### config.mk
export PLATFORM = sky130hd
export DESIGN_NAME = req_arbiter
export DESIGN_NICKNAME = d
export VERILOG_FILES = /design/src/rtl/req_arbiter_pkg.sv /design/src/rtl/req_arbiter_arb_pick.sv /design/src/rtl/req_arbiter.sv
export SDC_FILE = /design/constraint.sdc
export NUM_CORES = 1
export LEC_CHECK = 0
export CAP_MARGIN = 0
export CORE_ASPECT_RATIO = 0.8
export CORE_UTILIZATION = 40
export CTS_CLUSTER_DIAMETER = 30
export CTS_CLUSTER_SIZE = 40
export DETAILED_ROUTE_END_ITERATION = 16
export PLACE_DENSITY = 0.64
export SLEW_MARGIN = 20
export SYNTH_ARGS = -nofsm -noshare
export SYNTH_HDL_FRONTEND = slang
export SYNTH_HIERARCHICAL = 1
export SYNTH_SLANG_ARGS = --single-unit
### constraint.sdc
create_clock -name clk -period 3.5 [get_ports clk]
set_clock_uncertainty 0.05 [all_clocks]
set_input_delay 0.875 -clock clk [delete_from_list [all_inputs] [get_ports clk]]
set_output_delay 0.875 -clock clk [all_outputs]
set_load 0.03 [all_outputs]
### src/rtl/req_arbiter_pkg.sv
// Shared types and default sizing for the request arbiter.
// No logic here, so no latency and no backpressure.
package req_arbiter_pkg;

  typedef enum logic {
    IDLE  = 1'b0,
    OWNED = 1'b1
  } arb_state_t;

  localparam int ARB_N_DEF        = 4;
  localparam int ARB_MAX_HOLD_DEF = 16;
  localparam int ARB_HOLD_W       = 8;

endpackage

### src/rtl/req_arbiter_arb_pick.sv
// Highest-index priority picker over an already masked request vector.
// Purely combinational (0 cycles); no backpressure.
module arb_pick #(
  parameter int N = 4
) (
  input  logic [2**N-1:0] req,
  output logic [N-1:0]    idx,
  output logic            vld
);

  localparam int R = 2**N;

  // Ascending scan: the last hit is the highest asserted index.
  always_comb begin
    idx = '0;
    vld = 1'b0;
    for (int i = 0; i < R; i++) begin
      if (req[i]) begin
        idx = N'(i);
        vld = 1'b1;
      end
    end
  end

endmodule

### src/rtl/req_arbiter.sv
// Grant arbiter for 2**N requesters with a MAX_HOLD ownership limit; ARB_ROUND_ROBIN_EN picks round robin.
// Grant registered 1 cycle after arbitration; requesters simply hold req until granted (no backpressure).
module req_arbiter
  import req_arbiter_pkg::*;
#(
  parameter int N        = ARB_N_DEF,
  parameter int MAX_HOLD = ARB_MAX_HOLD_DEF
) (
  input  logic            clk,
  input  logic            rst,
  input  logic [2**N-1:0] req,
  output logic [2**N-1:0] gnt,
  output logic [N-1:0]    gnt_id,
  output logic            gnt_valid,
  output logic            timeout
);

  localparam int R = 2**N;

  arb_state_t            state, state_nxt;
  logic [R-1:0]          gnt_nxt;
  logic [N-1:0]          id_nxt;
  logic [ARB_HOLD_W-1:0] hold_cnt, hold_nxt;
  logic                  timeout_nxt;
  logic [R-1:0]          excl, excl_nxt;
  logic [R-1:0]          cand;
  logic [N-1:0]          win_id;
  logic                  win_vld;

  // An expired owner only steps aside when someone else is asking.
  always_comb begin
    cand = req & ~excl;
    if (cand == '0) cand = req;
  end

`ifdef ARB_ROUND_ROBIN_EN
  logic [N-1:0] ptr, ptr_nxt;
  logic [R-1:0] below;
  logic [N-1:0] lo_id, all_id;
  logic         lo_vld, all_vld;

  always_comb begin
    below = '0;
    for (int i = 0; i < R; i++) below[i] = (N'(i) < ptr);
  end

  arb_pick #(.N(N)) u_pick_lo  (.req(cand & below), .idx(lo_id),  .vld(lo_vld));
  arb_pick #(.N(N)) u_pick_all (.req(cand),         .idx(all_id), .vld(all_vld));

  // Nothing below the pointer wraps around to the top of the vector.
  assign win_id  = lo_vld ? lo_id : all_id;
  assign win_vld = all_vld;

  always_comb begin
    ptr_nxt = ptr;
    if (state == IDLE && win_vld) ptr_nxt = win_id;
  end

  always_ff @(posedge clk or posedge rst) begin
    if (rst) ptr <= '0;
    else     ptr <= ptr_nxt;
  end
`else
  arb_pick #(.N(N)) u_pick (.req(cand), .idx(win_id), .vld(win_vld));
`endif

  always_comb begin
    state_nxt   = state;
    gnt_nxt     = gnt;
    id_nxt      = gnt_id;
    hold_nxt    = hold_cnt;
    timeout_nxt = 1'b0;
    excl_nxt    = excl;
    case (state)
      IDLE: begin
        if (win_vld) begin
          state_nxt = OWNED;
          gnt_nxt   = R'(1) << win_id;
          id_nxt    = win_id;
          hold_nxt  = ARB_HOLD_W'(1);
          excl_nxt  = '0;
        end
      end
      OWNED: begin
        // Release wins over the hold limit when both land in one cycle.
        if (!req[gnt_id]) begin
          state_nxt = IDLE;
          gnt_nxt   = '0;
          id_nxt    = '0;
          hold_nxt  = '0;
        end else if (hold_cnt == ARB_HOLD_W'(MAX_HOLD)) begin
          state_nxt   = IDLE;
          gnt_nxt     = '0;
          id_nxt      = '0;
          hold_nxt    = '0;
          timeout_nxt = 1'b1;
          excl_nxt    = gnt;
        end else begin
          hold_nxt = hold_cnt + ARB_HOLD_W'(1);
        end
      end
      default: state_nxt = IDLE;
    endcase
  end

  always_ff @(posedge clk or posedge rst) begin
    if (rst) begin
      state    <= IDLE;
      gnt      <= '0;
      gnt_id   <= '0;
      hold_cnt <= '0;
      timeout  <= 1'b0;
      excl     <= '0;
    end else begin
      state    <= state_nxt;
      gnt      <= gnt_nxt;
      gnt_id   <= id_nxt;
      hold_cnt <= hold_nxt;
      timeout  <= timeout_nxt;
      excl     <= excl_nxt;
    end
  end

  assign gnt_valid = (state == OWNED);

endmodule

# --- Word-level counts from Yosys, hierarchy flattened ---
# Cells that the tools add are included.
word_totals:
  reg_bits: 46
  word_cells: 77
classes:
  addsub: 1
  n_lt_le_gt_ge: 1
  n_eq_ne: 5
  shift: 1
  muxes: 57
  bitwise_logic: 3
  reduce_logical: 3
ops:
  columns: ["op", "count"]
  rows:
  - ["$mux 16", 7]
  - ["$pmux 16 s2", 2]
  - ["$mux 4", 11]
  - ["$mux 1", 24]
  - ["$mux 8", 3]
  - ["$and 16x16->16", 1]
  - ["$logic_not 16->1", 1]
  - ["$not 16->16", 1]
  - ["$pmux 8 s2", 1]
  - ["$shl 1x4->16 const A", 1]
  - ["$mux 3", 4]
  - ["$add 8x1->8 const B", 1]
  - ["$eq 8x5->1 const B", 1]
  - ["$pmux 4 s2", 1]
  - ["$ne 2x1->1 const B", 3]
  - ["$lt 4x5->1 const B", 1]
  - ["$bmux 1 s4", 1]
  - ["$mux 2", 2]
  - ["$ne 3x2->1 const B", 1]
  - ["$reduce_and 3->1", 1]
  - ["$pmux 1 s2", 1]
  - ["$reduce_and 2->1", 1]
  - ["$not 1->1", 1]

# --- Depth between registers and ports, before layout ---
# Gate-level depths: netlist of run 1.
logic_depth:
  depth_word: 22
  depth_mapped: 13
  ltp_nobuf: 12

# --- Modules after synthesis ---
# Netlist of run 1, hierarchy kept.
modules_own_cells:
  columns: ["mod", "instances", "cells_each", "area_each_um2", "seq_area_each_um2"]
  rows:
  - ["req_arbiter", 1, 268, 2536.2, 1151.1]
  - ["arb_pick", 1, 29, 161.4, 0.0]

# --- Worst setup path before layout of run 1 ---
# OpenSTA, ideal clock, no wires.
synth_timing:
  path_type: "input to register"
  startpoint: "in req[1]"
  endpoint: "reg gnt[11]"
  arrival_time_ps: 3294
  required_time_ps: 3323
  slack_ps: 29
  stages: 12
  cell_sequence: "inv_1 o22ai_1 a221oi_1 nand4_1 clkbuf_1 a21boi_0 nor4_1 nand4_1 nor2_1 nor3_4 buf_6 mux2_1"
synth_via:
  word_cells_on_any_way: 43
  classes_between: "eq/ne: 2; shift: 1; mux: 37; bitwise: 1; reduce/logical: 2"
synth_rtl:
  columns: ["item", "line_no", "text"]
  rows:
  - ["from (decl)", "req_arbiter.sv:11", "input logic [2**N-1:0] req,"]
  - ["$and 16x16->16", "req_arbiter.sv:32", "cand = req & ~excl;"]
  - ["$logic_not 16->1", "req_arbiter.sv:33", "if (cand == '0) cand = req;"]
  - ["$mux 16", "req_arbiter.sv:33", null]
  - ["net cand[12]", "req_arbiter.sv:26", "logic [R-1:0] cand;"]
  - ["$mux 1 (4 in a row)", "req_arbiter_arb_pick.sv:18", "if (req[i]) begin"]
  - ["net win_vld", "req_arbiter.sv:28", "logic win_vld;"]
  - ["$ne 2x1->1 (no line)", null, null]
  - ["$reduce_and 2->1 (no line)", null, null]
  - ["to (signal assigned)", "req_arbiter.sv:116", "gnt <= gnt_nxt;"]
  - ["to (decl)", "req_arbiter.sv:12", "output logic [2**N-1:0] gnt,"]
# The timed path passes the listed nets, and every way through them passes these cells. The select of a mux whose other input is x is not followed.
# A chain may end at the register's enable or synchronous reset.

# --- Worst setup path in the final report of run 1 ---
layout_timing:
  startpoint: "in req[6]"
  endpoint: "reg gnt[11]"
layout_via:
  word_cells_on_any_way: 43
  classes_between: "eq/ne: 2; shift: 1; mux: 37; bitwise: 1; reduce/logical: 2"
layout_rtl:
  columns: ["item", "line_no", "text"]
  rows:
  - ["$and 16x16->16", "req_arbiter.sv:32", null]
  - ["$logic_not 16->1", "req_arbiter.sv:33", null]
  - ["$mux 16", "req_arbiter.sv:33", null]
  - ["net cand[8]", "req_arbiter.sv:26", null]
  - ["$mux 4 (8 in a row)", "req_arbiter_arb_pick.sv:18", null]
  - ["net win_id[0]", "req_arbiter.sv:27", "logic [N-1:0] win_id;"]
  - ["$shl 1x4->16", "req_arbiter.sv:78", "gnt_nxt = R'(1) << win_id;"]
  - ["$mux 16", "req_arbiter.sv:76", "if (win_vld) begin"]
  - ["$pmux 16 s2", "req_arbiter.sv:74", "case (state)"]
# The timed path passes the listed nets, and every way through them passes these cells. The select of a mux whose other input is x is not followed.

==> flow_summary.ini, run 1 <==
[outcome]
status = finished, final reports clean

[floorplan]
initial_core_util = 0.419
rows = 26
die_h_um = 75.5
coreArea_um2 = 6440
die_x_um = 93.8
io_pins = 40
dieArea_um2 = 7080

[synth]
yosys.area_share.simple = 0.194
post_synth.cell_area_avg_um2 = 9.08
synth_top_family_by_area = simple AND/OR/NAND/NOR gates
yosysTopAreaCellShare = 0.427
async_flop_share = 1.00
netlist_area_um2 = 2700
synth_compound_area_frac = 0.143
synth_top_cell_by_area = dfrtp_1
synth-edff-count = 0
synth_nets = 317
synthCells = 297
synth_fa_ha_area_frac = 0.00928
ys_ff_latch = 46
ys_warn_count = 6
synthMuxAreaShare = 0.152
synth_cell_type_count = 44
synthTopCellsByArea = dfrtp_1 43%, mux2_2 9.6%, nor2_1 5.4%, mux2i_1 5.2%, inv_1 4.9%
synth_flop_cell = dfrtp_1
ys_seq_area_frac = 0.427
synth_xor_area_frac = 0

[global_routing]
grt_max_degree = 47
overflow = 0
antenna_found_initial = 0
grt_pass1_vias = 2533
grt_pass1_wl_mm = 13.3
track_usage = 0.254

[worst_setup_path]
cp_slowest_cell = clkdlybuf4s50_1
crit_path_start = req[6]
max_stage_delay_ns = 0.47
rr_endpoint = gnt[5]
critical_path_class = in -> reg
reg2reg_slack_ns = 0.45
cp_cell_sequence = clkdlybuf4s50_1 -> a221oi_2 -> nand4_1 -> buf_6 -> a21boi_2 -> buf_4 -> or3b_4 -> a311oi_4 -> a31oi_4 -> nand2b_4 -> nor2_1 -> mux2_4
r2r_start = excl[3]
crit_path_end = gnt[11]
cp.arrival_ns = 3.56
critical_path.max_fanout = 6
end_kind = register
required_ns = 3.65
ff2ff_path_depth = 12
worstSetupStartpointType = input port

[power_and_ir_drop]
seq_power_share = 0.335
clkPwrFrac = 0.172
leakage_nw = 1.87
power_density_nw_per_um2 = 540
ir_worst_vdd_uv = 292
p_switching_uw = 894
swShare = 0.422
p_int_mw = 1.22
finalPower_mw = 2.12
pwr-share-comb = 0.493

[cts]
cts_sinks = 46
clkTransAtPathRegs_ns = 0.10
clk_path_buf_depth = 2
insertion_delay_ns = 0.32
numCtsBuffers = 5
root_buffer = clkbuf_8
cts-hold-fix-buffers = 0
cts_tree = yes
htreeDepth = 2

[placed_design]
port_buffers = 39
gp_congestion = 0.928
dpl_cell_area_um2 = 3470
hpwl_mm = 6.05
dp_slack_ns = -0.649
dp.cells = 452

[detailed_routing]
drtAntennaViolNets = 0
vias = 2571
drt-vias-per-instance = 5.44
routedWlPerCell_um = 18.2
drc = 0
dr.pass1.iters = 4
wl_mm = 8.61
drtIter0Drc = 144

[final_layout]
mostFrequentLayoutCells = 49 x buf_4, 46 x dfrtp_1, 38 x nor2_1, 30 x inv_1, 27 x nand2_1
final_common_cell = buf_4
fin_nets = 408
fin_area_um2 = 3920
num_antenna_cells = 0
instances_no_fill = 473
drive_gt1_frac = 0.332
fill_cells = 544
syn_to_final_growth_pct = 45.4

[sta]
max_freq_mhz = 293
fin_crit_sh = 0.975
hold_viol_final = 0
final-setup-viol-count = 0
layout_setup_ws_ns = 0.0886
slew_headroom = 0.354
slew_violations = 0
worstMarginPinSlew_ns = 0.967
tns_ns = 0
period_minus_slack_ns = 3.41

[hold_path]
hp-class = reg -> reg

[run]
drv_cap = 0
-- synthesized netlist by cell type, types with 8 or more instances --
cell type,n
nor2_1,39
dfrtp_1,46
inv_1,35
nand2_1,29
a21oi_1,10
o21ai_0,9
mux2i_1,14
o22ai_1,8
mux2_2,23
a21boi_0,8
-- final cells by class --
cell class	count	area, um2	share of cell area
multi-input combinational	205	1560	0.398
tap	84	105	0.0268
clock buffer	5	68.8	0.0175
clock inverter	3	27.5	0.00702
inverter	35	131	0.0335
sequential	46	1150	0.293
timing repair buffer	95	877	0.224
-- stage by stage --
stage	util	hold slack (ns)
after floorplan	-	0.444
after global placement	0.538	0.453
after detailed placement	0.538	0.454
after CTS	0.585	0.481
after global routing	0.609	0.520
final	0.609	0.500
-- flip-flops by register name, indices dropped and copies added, names as in the netlist --
register   cells
excl          16
gnt           16
gnt_id         4
gnt_valid      1
hold_cnt       8
timeout        1
-- how the worst min path moves through the flow --
| stage | start | end | cells after the start |
|---|---|---|---|
| 2_1_floorplan | hold_cnt[1] | hold_cnt[1] | 2 |
| 3_3_place_gp | gnt[11] | gnt[11] | 1 |
| 3_5_place_dp | gnt[11] | gnt[11] | 1 |
| 4_1_cts | gnt[11] | gnt[11] | 1 |
| 5_1_grt | gnt[9] | gnt[9] | 1 |
| 6_report | gnt[11] | excl[11] | 1 |
-- power by group through the flow --
stage	Combinational (mW)	Sequential, mW	Clock (mW)
after CTS	1.01	0.708	0.372
after global placement	0.831	0.710	0
after global routing	1.11	0.725	0.388
final	1.04	0.710	0.364
after floorplan	0.550	0.734	0
after detailed placement	0.842	0.713	0
-- logic make-up after synthesis --
kind of cell / after synthesis
buf+inv: 47
compound gates: 56
fa+ha+maj: 2
flops: 46
mux: 38
simple gates: 108
-- repair_timing --
action / in CTS / in global routing
endpoints found under the hold margin: 0 / 0
pin swaps: 3 / 8
resized for setup: 31 / 37
cloned: 2 / 0
endpoints found under the setup margin: 28 / 39
buffers inserted: 9 / 2
-- critical path: cells and delay by family --
kind                   cells  cell delay, ns
multiplexers               1            0.26
buffers and inverters      3            0.81
AO/OA/AOI/OAI              4            0.84
AND/OR/NAND/NOR            4            0.77
-- routing by layer --
metal  routed length, um  track usage
met5                   0            0
met4                 138       0.0821
met3                 414       0.0549
met2                3770        0.388
met1                4290        0.362
Note: power is estimated with default switching activity, not from simulation.
==> run 2, diff against run 1 <==
--- a/config.mk
+++ b/config.mk
@@ -11,6 +11,7 @@
 export CTS_CLUSTER_DIAMETER = 30
 export CTS_CLUSTER_SIZE = 40
 export DETAILED_ROUTE_END_ITERATION = 16
+export GPL_TIMING_DRIVEN = 0
 export PLACE_DENSITY = 0.64
 export SLEW_MARGIN = 20
 export SYNTH_ARGS = -nofsm -noshare
==> flow_summary.ini, run 2 (same netlist as run 1, synthesis figures left out) <==
[outcome]
status = finished, final reports clean

[power_and_ir_drop]
leakage_nw = 1.78
p_int_mw = 1.18
swShare = 0.411
power_density_nw_per_um2 = 523
seq_power_share = 0.325
pwr-share-comb = 0.499
finalPower_mw = 2.00
clkPwrFrac = 0.176
p_switching_uw = 822
ir_worst_vdd_uv = 274

[floorplan]
initial_core_util = 0.419
rows = 26
dieArea_um2 = 7080
coreArea_um2 = 6440
io_pins = 40
die_h_um = 75.5
die_x_um = 93.8

[global_routing]
grt_max_degree = 26
overflow = 0
grt_pass1_vias = 2285
track_usage = 0.232
antenna_found_initial = 0
grt_pass1_wl_mm = 12.2

[cts]
root_buffer = clkbuf_8
cts_tree = yes
clk_path_buf_depth = 2
numCtsBuffers = 5
insertion_delay_ns = 0.30
clkTransAtPathRegs_ns = 0.09
cts-hold-fix-buffers = 0
htreeDepth = 2
cts_sinks = 46

[sta]
hold_ws_ns = 0.490
final-setup-viol-count = 0
slew_violations = 0
hold_viol_final = 0
tns_ns = 0
fin_crit_sh = 0.992
slew_headroom = 0.612
max_freq_mhz = 288
worstMarginPinSlew_ns = 0.581
period_minus_slack_ns = 3.47

[detailed_routing]
drtIter0Drc = 195
drc = 0
drt-vias-per-instance = 5.61
dr.pass1.iters = 5
vias = 2524
routedWlPerCell_um = 18.0
drtAntennaViolNets = 0
wl_mm = 8.12

[final_layout]
fin_area_um2 = 3830
mostFrequentLayoutCells = 46 x dfrtp_1, 37 x nor2_1, 28 x nand2_1, 27 x inv_1, 24 x clkdlybuf4s50_1
final_common_cell = dfrtp_1
drive_gt1_frac = 0.290
fin_util = 0.594
num_antenna_cells = 0
fill_cells = 545
fin_nets = 385
top_regs = excl (16), gnt (16), hold_cnt (8)
syn_to_final_growth_pct = 41.9

[hold_path]
hp-class = reg -> reg

[worst_setup_path]
critical_path_class = in -> reg
cp.arrival_ns = 3.61
critical_path.max_fanout = 7
worstSetupStartpointType = input port
required_ns = 3.64
end_kind = register

[placed_design]
hpwl_mm = 5.63
dpl_cell_area_um2 = 3220
gp_congestion = 0.917
port_buffers = 39

[run]
drv_cap = 0
-- run 2: worst paths after layout --
| path | slack (ns) | endpoint | start | cells after the start |
|---|---|---|---|---|
| worst min-delay path | 0.49 | gnt[11] | gnt[11] | 1 |
| worst max register to register | 0.50 | gnt[1] | excl[9] | 12 |
| worst min register to register | 0.49 | gnt[11] | gnt[11] | 1 |
| max in group asynchronous | 1.99 | excl[7] | rst | 3 |
| worst max-delay path | 0.03 | gnt[1] | req[7] | 12 |
| min in group asynchronous | 0.90 | hold_cnt[2] | rst | 2 |
-- run 2: what timing repair did --
action | 4_1_cts | 5_1_grt
setup endpoints to repair | 45 | 38
cloned | 2 | 0
setup buffers | 14 | 7
hold endpoints to repair | 0 | 0
resized for setup | 64 | 30
pin swaps | 14 | 11
-- run 2: power by group through the flow --
stage / Combinational (mW) / Sequential (mW) / Clock [mW]
global placement: 0.888 / 0.657 / 0
detailed placement: 0.899 / 0.660 / 0
finish: 1.00 / 0.652 / 0.352
floorplan: 0.550 / 0.734 / 0
global route: 1.07 / 0.661 / 0.377
CTS: 0.965 / 0.651 / 0.358
-- run 2: layer usage --
layer	vias to the layer above	wire, um	global-route usage
met1	1244	3900	0.348
met5	-	0	0
met2	102	3580	0.351
met3	8	559	0.0379
met4	0	80	0.0547
li1	1170	-	-
-- run 2: final cells by class --
cell class | instances | area (um2) | area share
multi-input cells | 204 | 1630 | 0.425
flip-flops and latches | 46 | 1150 | 0.301
repair buffers | 63 | 638 | 0.167
inverters | 35 | 131 | 0.0343
well taps | 84 | 105 | 0.0275
clock buffers | 7 | 86.3 | 0.0225
plain buffers | 10 | 80.1 | 0.0209
clock inverters | 1 | 8.76 | 0.00229
-- run 2: worst max-delay path, cell delays in order --
cell	delay [ns]
clkdlybuf4s50_1	0.48
a221oi_2	0.26
nand4_1	0.13
buf_6	0.17
a21boi_0	0.38
nor4_1	0.14
nand4_1	0.15
buf_6	0.13
nor2_4	0.05
nor3_4	0.31
buf_6	0.19
mux2_2	0.33
-- run 2: metrics by stage --
stage          setup slack (ns)  instances
6_report                 0.0292        450
5_1_grt                 -0.0307        450
4_1_cts                 0.00558        444
3_5_place_dp              -1.33        421
3_3_place_gp              -1.32        420
2_1_floorplan            0.0290        297
==> run 3, diff against run 2 <==
--- a/config.mk
+++ b/config.mk
@@ -6,7 +6,7 @@
 export NUM_CORES = 1
 export LEC_CHECK = 0
 export CAP_MARGIN = 0
-export CORE_ASPECT_RATIO = 0.8
+export CORE_ASPECT_RATIO = 0.9
 export CORE_UTILIZATION = 40
 export CTS_CLUSTER_DIAMETER = 30
 export CTS_CLUSTER_SIZE = 40
==> flow_summary.ini, run 3 (same netlist as run 1, synthesis figures left out) <==
[power_and_ir_drop]
swShare = 0.402
power_density_nw_per_um2 = 539
leakage_nw = 1.72
finalPower_mw = 1.99
p_switching_uw = 800
clkPwrFrac = 0.207
p_int_mw = 1.19
pwr-share-comb = 0.468
ir_worst_vdd_uv = 369
seq_power_share = 0.326

[cts]
clk_path_buf_depth = 2
numCtsBuffers = 5
cts-hold-fix-buffers = 0
cts_sinks = 46
insertion_delay_ns = 0.30
root_buffer = clkbuf_8
htreeDepth = 2
cts_tree = yes
clkTransAtPathRegs_ns = 0.09

[floorplan]
initial_core_util = 0.412
die_h_um = 79.9
rows = 28
coreArea_um2 = 6550
io_pins = 40
dieArea_um2 = 7080
die_x_um = 88.6

[global_routing]
grt_max_degree = 29
antenna_found_initial = 0
grt_pass1_wl_mm = 11.6
grt_pass1_vias = 2241
overflow = 0
track_usage = 0.222

[sta]
final-setup-viol-count = 0
max_freq_mhz = 297
slew_violations = 0
tns_ns = 0
hold_viol_final = 0
rsz0062_at_grt = no
period_minus_slack_ns = 3.37
worstMarginPinSlew_ns = 0.534
slew_headroom = 0.644
fin_crit_sh = 0.963

[worst_setup_path]
cp.depth = 15
crit_path_end = gnt[2]
ff2ff_path_depth = 13
crit_path_start = req[3]
cp_cell_sequence = dlygate4sd2_1 -> inv_2 -> o22ai_1 -> a221oi_2 -> nand4_1 -> buf_6 -> buf_8 -> a21oi_4 -> nor2_1 -> o31a_1 -> o211ai_1 -> buf_4 -> or3b_4 -> nor3_2 -> mux2_4
worstSetupStartpointType = input port
cp.arrival_ns = 3.57
end_kind = register
r2r_start = excl[15]
cp_slowest_cell = or3b_4
max_stage_delay_ns = 0.41
rr_endpoint = gnt[2]
critical_path_class = in -> reg
crit_buf_inv = 5
reg2reg_slack_ns = 0.57
required_ns = 3.70
critPathTopFamily = compound AO/OA/AOI/OAI gates
critical_path.max_fanout = 6

[run]
drv_cap = 0

[final_layout]
final_common_cell = dfrtp_1
mostFrequentLayoutCells = 46 x dfrtp_1, 38 x nor2_1, 28 x nand2_1, 26 x inv_1, 23 x clkdlybuf4s50_1
drive_gt1_frac = 0.264
syn_to_final_growth_pct = 37.1
num_antenna_cells = 0
top_regs = excl (16), gnt (16), hold_cnt (8)
fin_nets = 375

[detailed_routing]
drtAntennaViolNets = 0
drc = 0
wl_mm = 7.62
dr.pass1.iters = 4
routedWlPerCell_um = 17.1
drtIter0Drc = 140
drt-vias-per-instance = 5.36
vias = 2390

[placed_design]
gp_congestion = 0.898
hpwl_mm = 5.48
port_buffers = 39

[hold_path]
hp-class = reg -> reg

[outcome]
status = finished, final reports clean
==> run 3: cell types whose count changed in the layout (fill, tap and decap cells not counted), moves of 2 or more <==
cell / previous run / this run
buf_4: 17 / 9
a21oi_4: 7 / 3
a21oi_2: 1 / 4
buf_6: 8 / 5
clkbuf_8: 7 / 5
dlymetal6s2s_1: 11 / 13
==> run 3: per-layer routing <==
metal / part of all wire / up-vias / GRT usage / wire, um
met5: 0 / - / 0 / 0
met3: 0.053 / 13 / 0.0331 / 407
met4: 0.016 / 0 / 0.0452 / 124
li1: - / 1147 / - / -
met2: 0.45 / 72 / 0.345 / 3440
met1: 0.48 / 1158 / 0.324 / 3650
==> run 3: how the worst min path moves through the flow <==
stage                      from          end  cells after the start
finish                  gnt[10]      gnt[10]                      1
global route            gnt[10]      gnt[10]                      1
CTS                     gnt[10]      gnt[10]                      1
detailed placement      gnt[10]      gnt[10]                      1
global placement    hold_cnt[1]  hold_cnt[1]                      2
floorplan           hold_cnt[1]  hold_cnt[1]                      2
==> run 3: final cells by class <==
type / count / area [um2]
inverter: 35 / 131
multi-input combinational: 204 / 1570
sequential: 46 / 1150
tap: 90 / 113
fill: 614 / 2850
clock buffer: 5 / 68.8
clock inverter: 3 / 43.8
buffer: 11 / 78.8
timing repair buffer: 52 / 537
==> run 3: power groups by stage <==
| stage | logic, mW | clock network [mW] | registers, mW |
|---|---|---|---|
| 4_1_cts | 0.920 | 0.418 | 0.649 |
| 3_3_place_gp | 0.882 | 0 | 0.657 |
| 6_report | 0.931 | 0.411 | 0.649 |
| 5_1_grt | 1.02 | 0.440 | 0.659 |
| 2_1_floorplan | 0.550 | 0 | 0.734 |
| 3_5_place_dp | 0.894 | 0 | 0.659 |
==> run 3: repair_timing <==
| item | in CTS | in global routing |
|---|---|---|
| pin swaps | 5 | 8 |
| buffers inserted | 7 | 4 |
| cloned | 1 | 0 |
| resized for setup | 48 | 33 |
| setup endpoints to repair | 45 | 33 |
==> run 3: through the flow <==
step	util	setup WS, ns	instances	instance area [um2]	hold slack, ns
3_5_place_dp	0.492	-1.28	427	3220	0.479
2_1_floorplan	-	0.0290	297	2700	0.444
5_1_grt	0.564	0.00812	446	3700	0.533
6_report	0.564	0.129	446	3700	0.498
4_1_cts	0.538	0.00681	442	3520	0.500
3_3_place_gp	0.489	-1.36	426	3200	0.470
==> patch, RTL diff (flow settings as in run 3) <==
The output `timeout` loses its register stage (`timeout` becomes a continuous assignment).
--- a/src/rtl/req_arbiter.sv
+++ b/src/rtl/req_arbiter.sv
@@ -109,17 +109,17 @@
       gnt      <= '0;
       gnt_id   <= '0;
       hold_cnt <= '0;
-      timeout  <= 1'b0;
       excl     <= '0;
     end else begin
       state    <= state_nxt;
       gnt      <= gnt_nxt;
       gnt_id   <= id_nxt;
       hold_cnt <= hold_nxt;
-      timeout  <= timeout_nxt;
       excl     <= excl_nxt;
     end
   end
+
+  assign timeout = timeout_nxt;
 
   assign gnt_valid = (state == OWNED);
 
Behaviour: no difference found for any inputs over 10 cycles, from zero or initial values and one cycle with rst high; that may be too few to reach the edited logic, so the function may still have changed.
==> patch against run 3 <==
Sequential power is 2% lower. Final area increased by 2.0%. Count of clock-buffer cells in the layout unchanged. Power increased by 4.1%. Die area shrank 0.91%. Critical path depth is 8 lower. Clock power rose by 3%. Sequential cell count down 1. Via count increased by 1.3%. Setup slack got worse by 0.076 ns. Area after synthesis fell by 0.93%. Wire length is 2.8% higher. Largest cell class unchanged. Largest power group unchanged.
==> patch: results (changes against run 3) <==
** Placement
- The global placement routability congestion came to 0.940 (+4.6%).
- The half-perimeter wire length after detailed placement was 5.34 mm (-2.5%).
- The total cell area at the placement stage was 0.00319 sq mm (-0.89%).
- The worst slack at placement was -1.33 ns (-0.0565 ns).
- Number of cells after detailed placement :: 423 (-0.94%)

** Worst setup path
- Setup slack, reg-to-reg :: 0.57 ns (about the same)
- In this run the worst setup path begins at req[6].
- The maximum net fanout on the critical path was 10 (+4).
- Crit path capture :: timeout
- The data arrival time at the worst-slack endpoint was 2.52 ns (-1.05 ns).
- The slowest stage of the critical path is the clkdlybuf4s50_1 cell.
- The length in cells of the worst reg-to-reg path was 12 (-1).
- Maximum cell stage delay along the critical path :: 0.52 ns (+0.11 ns)
- Endpoint of the worst-slack reg-to-reg timing path :: gnt[14]
- In this design, the largest share of critical-path delay is due to buffers and inverters.

** Drt
- The mean routed wirelength per cell came to 17.3 microns (+1.5%).
- Detailed Route Iter0 Violations :: 151 (+7.9%)
- Via density :: 5.36 (about the same)

** Yosys
- List of most frequent post-synthesis cells :: dfrtp_1 (45), nor2_1 (39), inv_1 (35), nand2_1 (29), mux2_2 (23)
- Syn_nets :: 316 (-0.32%)
- Mean instance size in the synthesized netlist :: 9.03 sq um (-0.59%)
- Synth top area cells :: dfrtp_1 (42%), mux2_2 (9.7%), nor2_1 (5.5%)
- Part of the Yosys area used for sequential elements :: 0.421 (-0.00537)

** Power and ir drop
- The static leakage power came to 1.74 nW (+1.2%).
- The maximum resistive drop on vdd came to 0.000327 V (-11%).

** Timing
- Time the worst path needs with I/O delays and setup :: 3.45 ns (+0.0765 ns)
- Max-Slew Margin vs Limit :: 0.607 (-0.0370)

** Outcome
- The flow ran to the end, and the final reports show no timing, DRC or antenna violations.

** GRT
- The pin count of the biggest net entering global routing is 34 (+17%).
- GR met2 Demand/Resource :: 0.357 (+0.0115)
- M1 GR Usage :: 0.349 (+0.0252)
- The met3 track demand over resource in global routing came to 0.0424 (+0.00931).
- Global-route wire length before repair :: 12.4 mm (+7.1%)
- The number of antenna violations at the first check in global routing came to 1 (+1).
- Aggregate global-route resource usage :: 0.238 (+0.0166)
- The via count of the first global-routing pass is 2441 (+8.9%).

** Layout
- NumNets Final :: 383 (+2.1%)
- Multi-input gate area in the final layout :: 0.00158 sq mm (+0.32%)
- Count of filler cells inserted in the layout :: 569 (-7.3%)
- Largest registers :: excl (16), gnt (16), hold_cnt (8)
- Cell Count, Final, Fillers Out :: 452 (+1.3%)
- The layout cell share with drive strength beyond 1 was 0.294 (+0.0299).

** Worst hold path
- Kind of path behind the tightest hold check :: reg -> reg
patch: cell types whose count changed after synthesis, sizes merged:
| cell | before | now |
|---|---|---|
| dfrtp | 46 | 45 |
patch: area by class of cell:
cell class,count,share of cell area
diodes,1,0.000664
plain buffers,10,0.0216
clock buffers,5,0.0183
clock inverters,3,0.0133
inverters,35,0.0348
multi-input cells,204,0.419
flip-flops and latches,45,0.299
well taps,87,0.0289
repair buffers,62,0.165
patch: what timing repair did:
item | in CTS | in global routing
gates cloned | 2 | 0
pin swaps | 8 | 13
resized for setup | 61 | 28
endpoints found under the setup margin | 46 | 39
setup buffers | 14 | 6
hold endpoints to repair | 0 | 0
patch: logic make-up (layout without fill, tap and decap cells):
family,after synthesis,after routing,share of synthesized area
AO/OA/AOI/OAI,56,56,0.145
adder cells (fa/ha/maj),2,2,0.00936
buffers and inverters,47,115,0.0754
flip-flops,45,45,0.421
multiplexers,38,38,0.154
other,0,1,0
AND/OR/NAND/NOR,108,108,0.196
patch: per-layer routing:
layer | part of all wire | routed length, microns
met1 | 0.48 | 3800
met3 | 0.060 | 473
met5 | 0 | 0
met2 | 0.44 | 3460
met4 | 0.014 | 107
patch: worst min-delay path by stage:
stage,startpoint,endpoint,slack [ns]
3_3_place_gp,hold_cnt[1],hold_cnt[1],0.47
5_1_grt,gnt[10],gnt[10],0.53
2_1_floorplan,hold_cnt[1],hold_cnt[1],0.44
4_1_cts,gnt[5],gnt[5],0.50
6_report,gnt[5],gnt[5],0.49
3_5_place_dp,gnt[5],gnt[5],0.47
patch: power by group:
group | switching [mW] | internal, mW | leakage [nW]
clock network | 0.205 | 0.219 | 0.0603
registers | 0.0557 | 0.581 | 0.613
logic | 0.588 | 0.424 | 1.07
total | 0.848 | 1.22 | 1.74
